`src/rtl/mem_arbiter_if.sv`:
```
// Bus bundle between two clients, the arbiter and a dual-port memory.
interface mem_arbiter_if #(
    parameter int WIDTH = 8,
    parameter int AW    = 6
);
    logic             stall;

    logic             c0_valid;
    logic             c0_ready;
    logic             c0_we;
    logic [AW-1:0]    c0_addr;
    logic [WIDTH-1:0] c0_wdata;
    logic             c0_rvalid;
    logic [WIDTH-1:0] c0_rdata;

    logic             c1_valid;
    logic             c1_ready;
    logic             c1_we;
    logic [AW-1:0]    c1_addr;
    logic [WIDTH-1:0] c1_wdata;
    logic             c1_rvalid;
    logic [WIDTH-1:0] c1_rdata;

    logic [WIDTH-1:0] mem_data;
    logic [AW-1:0]    mem_wraddress;
    logic             mem_wren;
    logic [AW-1:0]    mem_rdaddress;
    logic             mem_rden;
    logic [WIDTH-1:0] mem_q;

    logic             busy;

    // Arbiter view: takes client requests and memory read data.
    modport slave (
        input  stall,
        input  c0_valid, c0_we, c0_addr, c0_wdata,
        output c0_ready, c0_rvalid, c0_rdata,
        input  c1_valid, c1_we, c1_addr, c1_wdata,
        output c1_ready, c1_rvalid, c1_rdata,
        output mem_data, mem_wraddress, mem_wren, mem_rdaddress, mem_rden,
        input  mem_q,
        output busy
    );

    // Client / environment view: issues requests and models the memory.
    modport master (
        output stall,
        output c0_valid, c0_we, c0_addr, c0_wdata,
        input  c0_ready, c0_rvalid, c0_rdata,
        output c1_valid, c1_we, c1_addr, c1_wdata,
        input  c1_ready, c1_rvalid, c1_rdata,
        input  mem_data, mem_wraddress, mem_wren, mem_rdaddress, mem_rden,
        output mem_q,
        input  busy
    );
endinterface

```
`src/rtl/mem_arbiter.sv`:
```
// mem_arbiter: two-client arbiter sharing one dual-port memory with a
// 1-cycle registered read. One accept per cycle; reads return two cycles
// after the accept edge on the requesting client's rvalid/rdata.
module mem_arbiter #(
    parameter int WIDTH      = 8,
    parameter int DEPTH      = 64,
    parameter int FIXED_PRIO = 0
) (
    input  logic         clock,
    input  logic         reset,
    mem_arbiter_if.slave bus
);
    localparam int AW = (DEPTH > 1) ? $clog2(DEPTH) : 1;

    logic             gnt0, gnt1;
    logic             acc0, acc1, acc_any;
    logic             acc_we;
    logic [AW-1:0]    acc_addr;
    logic [WIDTH-1:0] acc_wdata;

    // Round-robin pointer: 0 favours client 0, 1 favours client 1.
    logic             rr_ptr;

    logic             wren_q;
    logic [AW-1:0]    wraddr_q;
    logic [AW-1:0]    rdaddr_q;
    logic [WIDTH-1:0] data_q;

    // Read tag pipeline: valid bit and client id per stage.
    logic             rd_vld_p0, rd_id_p0;
    logic             rd_vld_p1, rd_id_p1;

    // Grant: at most one client, never while stalled; ties follow priority mode.
    always_comb begin
        gnt0 = 1'b0;
        gnt1 = 1'b0;
        if (!bus.stall) begin
            if (bus.c0_valid && bus.c1_valid) begin
                if ((FIXED_PRIO != 0) || !rr_ptr) gnt0 = 1'b1;
                else                              gnt1 = 1'b1;
            end else begin
                gnt0 = bus.c0_valid;
                gnt1 = bus.c1_valid;
            end
        end
    end

    assign bus.c0_ready = gnt0;
    assign bus.c1_ready = gnt1;

    assign acc0      = bus.c0_valid & gnt0;
    assign acc1      = bus.c1_valid & gnt1;
    assign acc_any   = acc0 | acc1;
    assign acc_we    = acc1 ? bus.c1_we    : bus.c0_we;
    assign acc_addr  = acc1 ? bus.c1_addr  : bus.c0_addr;
    assign acc_wdata = acc1 ? bus.c1_wdata : bus.c0_wdata;

    // Pointer moves to the other client after every accept.
    always_ff @(posedge clock or posedge reset) begin
        if (reset)     rr_ptr <= 1'b0;
        else if (acc0) rr_ptr <= 1'b1;
        else if (acc1) rr_ptr <= 1'b0;
    end

    // Stage p0: register the accepted operation onto the memory ports.
    always_ff @(posedge clock or posedge reset) begin
        if (reset) begin
            wren_q    <= 1'b0;
            rd_vld_p0 <= 1'b0;
            rd_id_p0  <= 1'b0;
            wraddr_q  <= '0;
            rdaddr_q  <= '0;
            data_q    <= '0;
        end else begin
            wren_q    <= acc_any & acc_we;
            rd_vld_p0 <= acc_any & ~acc_we;
            if (acc_any) rd_id_p0 <= acc1;
            if (acc_any && acc_we) begin
                wraddr_q <= acc_addr;
                data_q   <= acc_wdata;
            end
            if (acc_any && !acc_we) rdaddr_q <= acc_addr;
        end
    end

    // Stage p1: memory has sampled the read address; q is valid this cycle.
    always_ff @(posedge clock or posedge reset) begin
        if (reset) begin
            rd_vld_p1 <= 1'b0;
            rd_id_p1  <= 1'b0;
        end else begin
            rd_vld_p1 <= rd_vld_p0;
            rd_id_p1  <= rd_id_p0;
        end
    end

    assign bus.mem_wren      = wren_q;
    assign bus.mem_wraddress = wraddr_q;
    assign bus.mem_data      = data_q;
    assign bus.mem_rden      = rd_vld_p0;
    assign bus.mem_rdaddress = rdaddr_q;

    assign bus.c0_rvalid = rd_vld_p1 & ~rd_id_p1;
    assign bus.c1_rvalid = rd_vld_p1 &  rd_id_p1;
    assign bus.c0_rdata  = bus.mem_q;
    assign bus.c1_rdata  = bus.mem_q;

    assign bus.busy = rd_vld_p0 | rd_vld_p1;
endmodule
```
`src/flat_wrapper.sv`:
```
// flat-port wrapper written by rule: the top's interface ports become plain ports
module mem_arbiter_flat 
#(
    parameter int WIDTH      = 8,
    parameter int DEPTH      = 64,
    parameter int FIXED_PRIO = 0
)
  (clock, reset, bus_stall, bus_c0_valid, bus_c0_we, bus_c0_addr, bus_c0_wdata, bus_c0_ready, bus_c0_rvalid, bus_c0_rdata, bus_c1_valid, bus_c1_we, bus_c1_addr, bus_c1_wdata, bus_c1_ready, bus_c1_rvalid, bus_c1_rdata, bus_mem_data, bus_mem_wraddress, bus_mem_wren, bus_mem_rdaddress, bus_mem_rden, bus_mem_q, bus_busy);
  mem_arbiter_if #(.WIDTH(WIDTH)) bus_i ();
  input  logic clock;
  input  logic reset;
  input wire logic [$bits(bus_i.stall)-1:0] bus_stall;
  input wire logic [$bits(bus_i.c0_valid)-1:0] bus_c0_valid;
  input wire logic [$bits(bus_i.c0_we)-1:0] bus_c0_we;
  input wire logic [$bits(bus_i.c0_addr)-1:0] bus_c0_addr;
  input wire logic [$bits(bus_i.c0_wdata)-1:0] bus_c0_wdata;
  output wire logic [$bits(bus_i.c0_ready)-1:0] bus_c0_ready;
  output wire logic [$bits(bus_i.c0_rvalid)-1:0] bus_c0_rvalid;
  output wire logic [$bits(bus_i.c0_rdata)-1:0] bus_c0_rdata;
  input wire logic [$bits(bus_i.c1_valid)-1:0] bus_c1_valid;
  input wire logic [$bits(bus_i.c1_we)-1:0] bus_c1_we;
  input wire logic [$bits(bus_i.c1_addr)-1:0] bus_c1_addr;
  input wire logic [$bits(bus_i.c1_wdata)-1:0] bus_c1_wdata;
  output wire logic [$bits(bus_i.c1_ready)-1:0] bus_c1_ready;
  output wire logic [$bits(bus_i.c1_rvalid)-1:0] bus_c1_rvalid;
  output wire logic [$bits(bus_i.c1_rdata)-1:0] bus_c1_rdata;
  output wire logic [$bits(bus_i.mem_data)-1:0] bus_mem_data;
  output wire logic [$bits(bus_i.mem_wraddress)-1:0] bus_mem_wraddress;
  output wire logic [$bits(bus_i.mem_wren)-1:0] bus_mem_wren;
  output wire logic [$bits(bus_i.mem_rdaddress)-1:0] bus_mem_rdaddress;
  output wire logic [$bits(bus_i.mem_rden)-1:0] bus_mem_rden;
  input wire logic [$bits(bus_i.mem_q)-1:0] bus_mem_q;
  output wire logic [$bits(bus_i.busy)-1:0] bus_busy;
  assign bus_i.stall = bus_stall;
  assign bus_i.c0_valid = bus_c0_valid;
  assign bus_i.c0_we = bus_c0_we;
  assign bus_i.c0_addr = bus_c0_addr;
  assign bus_i.c0_wdata = bus_c0_wdata;
  assign bus_c0_ready = bus_i.c0_ready;
  assign bus_c0_rvalid = bus_i.c0_rvalid;
  assign bus_c0_rdata = bus_i.c0_rdata;
  assign bus_i.c1_valid = bus_c1_valid;
  assign bus_i.c1_we = bus_c1_we;
  assign bus_i.c1_addr = bus_c1_addr;
  assign bus_i.c1_wdata = bus_c1_wdata;
  assign bus_c1_ready = bus_i.c1_ready;
  assign bus_c1_rvalid = bus_i.c1_rvalid;
  assign bus_c1_rdata = bus_i.c1_rdata;
  assign bus_mem_data = bus_i.mem_data;
  assign bus_mem_wraddress = bus_i.mem_wraddress;
  assign bus_mem_wren = bus_i.mem_wren;
  assign bus_mem_rdaddress = bus_i.mem_rdaddress;
  assign bus_mem_rden = bus_i.mem_rden;
  assign bus_i.mem_q = bus_mem_q;
  assign bus_busy = bus_i.busy;
  mem_arbiter #(.WIDTH(WIDTH), .DEPTH(DEPTH), .FIXED_PRIO(FIXED_PRIO)) u_core (.clock(clock), .reset(reset), .bus(bus_i));
endmodule
```
`config.mk`:
```
export PLATFORM = sky130hd
export DESIGN_NAME = mem_arbiter_flat
export DESIGN_NICKNAME = d
export VERILOG_FILES = /design/src/rtl/mem_arbiter_if.sv /design/src/rtl/mem_arbiter.sv /design/src/flat_wrapper.sv
export SDC_FILE = /design/constraint.sdc
export NUM_CORES = 1
export LEC_CHECK = 0
export CAP_MARGIN = 15
export CELL_PAD_IN_SITES_DETAIL_PLACEMENT = 1
export CELL_PAD_IN_SITES_GLOBAL_PLACEMENT = 2
export CORE_MARGIN = 4
export CORE_UTILIZATION = 21
export DETAILED_ROUTE_END_ITERATION = 16
export PLACE_DENSITY_LB_ADDON = 0.3
export SETUP_SLACK_MARGIN = 0.3
export SKIP_LAST_GASP = 1
export SYNTH_ARGS = -nofsm -noshare
export SYNTH_HDL_FRONTEND = slang
export SYNTH_SLANG_ARGS = --single-unit
```
`constraint.sdc`:
```
create_clock -name clock -period 3.56 [get_ports clock]
set_input_delay 0.712 -clock clock [delete_from_list [all_inputs] [get_ports clock]]
set_output_delay 0.712 -clock clock [all_outputs]
set_load 0.01 [all_outputs]
```
Word-level counts from Yosys, hierarchy flattened
Index checks and enable logic that the tools add are counted.
- add/subtract/negate cells: 0
- $mul: 0
- div/mod/pow operators: 0
- $lt $le $gt $ge: 0
- equal/unequal tests: 0
- shift operators: 0
- multiplexer cells: 11
- bitwise logic cells: 10
- reduce and logical (&&, ||, !) cells: 5
- operators by type and width (cell ; number):
    $mux 1 ; 9
    $mux 8 ; 1
    $and 1x1->1 ; 6
    $mux 6 ; 1
    $logic_and 1x1->1 ; 3
    $not 1->1 ; 2
    $or 1x1->1 ; 2
    $reduce_bool 2->1 ; 1
    $logic_not 1->1 ; 1
- bits in registers: 26
- latch bits: 0
- bits in writable memories: 0
- ROM bits: 0
- output and inout port bits: 43
- memories: 0

Longest topological paths before layout
- depth after elaboration: 7
- mapped depth: 6

Least setup slack after synthesis
No wires, ideal clock.
- kind: input -> output
- from: input port bus_stall
- to: output port bus_c1_ready
- data arrival time: 1.230 ns
- setup slack: 1.618 ns
- stages: 4
- path buffers: 2
- cells stage by stage: nand3b_1 > buf_6 > buf_8 > inv_1
- longest elaborated chain between the ends: 1
- RTL lines (what ; line ; RTL):
    from (decl) ; flat_wrapper.sv:12 ; input wire logic [$bits(bus_i.stall)-1:0] bus_stall;
    $mux 1 ; mem_arbiter.sv:37 ; if (!bus.stall) begin
    to (decl) ; flat_wrapper.sv:24 ; output wire logic [$bits(bus_i.c1_ready)-1:0] bus_c1_ready;
No other way between the ends.

Worst setup path in the final report
Same ends and word-level chain as after synthesis.

==> impl_metrics.ini <==
[logic_synthesis]
yosysTopAreaCellShare_pct = 50.0
synth_area_mm2 = 0.00130
syn_inst = 126
ys_warn_count = 0
synth.distinct_cells = 20
syn_nets = 169
yosys-top-cells-area = dfrtp_1, mux2i_1, buf_4
yosysSeqAreaShare_pct = 50.0
synth_top_area_cell = dfrtp_1
ys_ff_latch = 26
syn_avg_cell_area_um2 = 10.3

[global_routing]
grt_overflow = 0
grt_pass1_wl_mm = 5.50
grt_max_degree = 30
grt_pass1_vias = 1124
grt_antenna_before_repair = 0
track_usage_pct = 9.27

[layout]
layout_commonest_cell = clkdlybuf4s50_1
layout_common_cells = clkdlybuf4s50_1, dfrtp_1, nand2_1, mux2i_1, o21ai_1
nets = 216
area_growth_pct = 48.7
diodes = 0
drive_gt1_share_pct = 6.98
final_cells = 247
postLayoutCellArea_mm2 = 0.00193

[timing]
hold_viol = 0
finalMaxSlewViolations = 0
setup_violations = 0
tightest_slew_ps = 945
setup_tns_ps = 0
fin_ws_ps = 735
skew_ps = 2.64
fin_crit_sh_pct = 79.4
max_slew_margin_pct = 37.0
finalCriticalPeriod_ps = 2820
max_freq_mhz = 354
rsz0062_at_grt = false

[clock_network]
htreeDepth = 1
cts_resized = 0
cts_buffer_depth = 2
clkLatencyLatePin_ps = 270
path_clk_slew_ps = 90
cts_tree = done
hold_buffers = 0
cts_root_buf = clkbuf_8
clock-sinks = 26
postCtsSetupRepairBufs = 0
cts_buffers = 3

[floorplan]
core-area_mm2 = 0.00596
start_util_pct = 21.8
die-area_mm2 = 0.00751
rows = 28
io_pins = 86
die_w_um = 86.7
die_y_um = 86.7

[setup_path]
reg2reg_from = u_core.rr_ptr
crit_fanout = 9
required_ps = 2850
worstPathCellList = clkdlybuf4s50_1 -> nand3b_1 -> inv_1 -> clkdlybuf4s50_1
r2r_cells = 3
worstPathArrival_ps = 2110
max_stage_delay_ps = 570
crit_top_cell = clkdlybuf4s50_1
critPathLaunch = bus_stall
critPathKind = in2out
r2r_setup_slack_ps = 1780
start_kind = input port
slowest_stage = clkdlybuf4s50_1
end_kind = output port

[placed_design]
dp_hpwl_mm = 2.76
globalplace.congestion = 0.760
dpl_cell_area_mm2 = 0.00183
place_ws_ps = 711
port_buffers = 61
dp_cells = 242

[status]
status = finished, final reports clean

[hold_path]
hold_depth = 0
hp-class = reg2reg
min_from = u_core.rd_id_p0

[power]
vdd_drop_max_uv = 179
total_power_uw = 944
power_density_mw_per_mm2 = 488
p_leak_nw = 0.900

[routing]
viasPerCell = 4.02
drc_errors = 0
wire_per_inst_um = 13.7
drt-initial-drc-count = 34
wirelength_mm = 3.39
ant_nets = 0
dr_total_vias = 992
dr.pass1.iters = 4

[job]
cap_violations = 0
## per-stage QoR
stage               util (%)  hold WS (ps)
CTS                     32.0           390
floorplan                  -           348
global route            32.5           410
detailed placement      30.8           368
finish                  32.5           382
global placement        30.8           375
## area by class of cell
cell class                 instances  area, um^2
tap                               75        93.8
fill                             683        4020
clock inverter                     1        30.0
multi-input combinational         73         445
inverter                           5        18.8
clock buffer                       3        41.3
sequential                        26         651
timing repair buffer              64         653
## kinds of logic (layout without fill, tap and decap cells)
| family | count (synthesis) | in the layout | share of synthesized area [%] |
|---|---|---|---|
| AOI/OAI and AO/OA | 26 | 26 | 11.9 |
| buffers and inverters | 27 | 73 | 15.7 |
| DFF | 26 | 26 | 50.0 |
| muxes | 14 | 14 | 10.8 |
| and+or+nand+nor | 33 | 33 | 11.6 |
## cells in the mapped netlist (all sizes together)
cell,number
or2,1
nand2,23
nor2b,3
inv,5
mux2i,14
nor2,3
dfrtp,26
nand3b,1
nand2b,1
a21boi,1
and2,1
o21ai,23
a32oi,2
buf,22
## power by group
part           internal, mW  switching (mW)  total [mW]  leakage [nW]
Sequential            0.359          0.0335       0.392         0.323
Clock                 0.150          0.0926       0.243        0.0357
Combinational         0.179           0.130       0.309         0.541
## flip-flops by register name, indices dropped and copies added (netlist names)
signal and count:
u_core.bus.mem_data 8, u_core.bus.mem_rdaddress 6, u_core.bus.mem_rden 1, u_core.bus.mem_wraddress 6
u_core.bus.mem_wren 1, u_core.rd_id_p0 1, u_core.rd_id_p1 1, u_core.rd_vld_p1 1
u_core.rr_ptr 1
## worst max-delay path: cells and delay by family
| family | cells | cell delay (ps) |
|---|---|---|
| buffers and inverters | 3 | 1170 |
| AND/OR/NAND/NOR | 1 | 230 |
## final timing paths
path,to
min in group asynchronous,u_core.bus.mem_wren
max in group asynchronous,u_core.rr_ptr
worst min register to register,u_core.rd_id_p1
worst min-delay path,u_core.rd_id_p1
worst max register to register,u_core.bus.mem_rdaddress[5]
worst max-delay path,bus_c1_ready
## layer usage
| metal | wire, um | vias to the layer above | track usage, % |
|---|---|---|---|
| met5 | 0 | - | 0 |
| met4 | 36 | 0 | 3.12 |
| met3 | 273 | 6 | 1.71 |
| met2 | 1680 | 36 | 16.2 |
| met1 | 1400 | 460 | 11.4 |
| li1 | - | 490 | - |
Power figures use the tool's default switching activity.
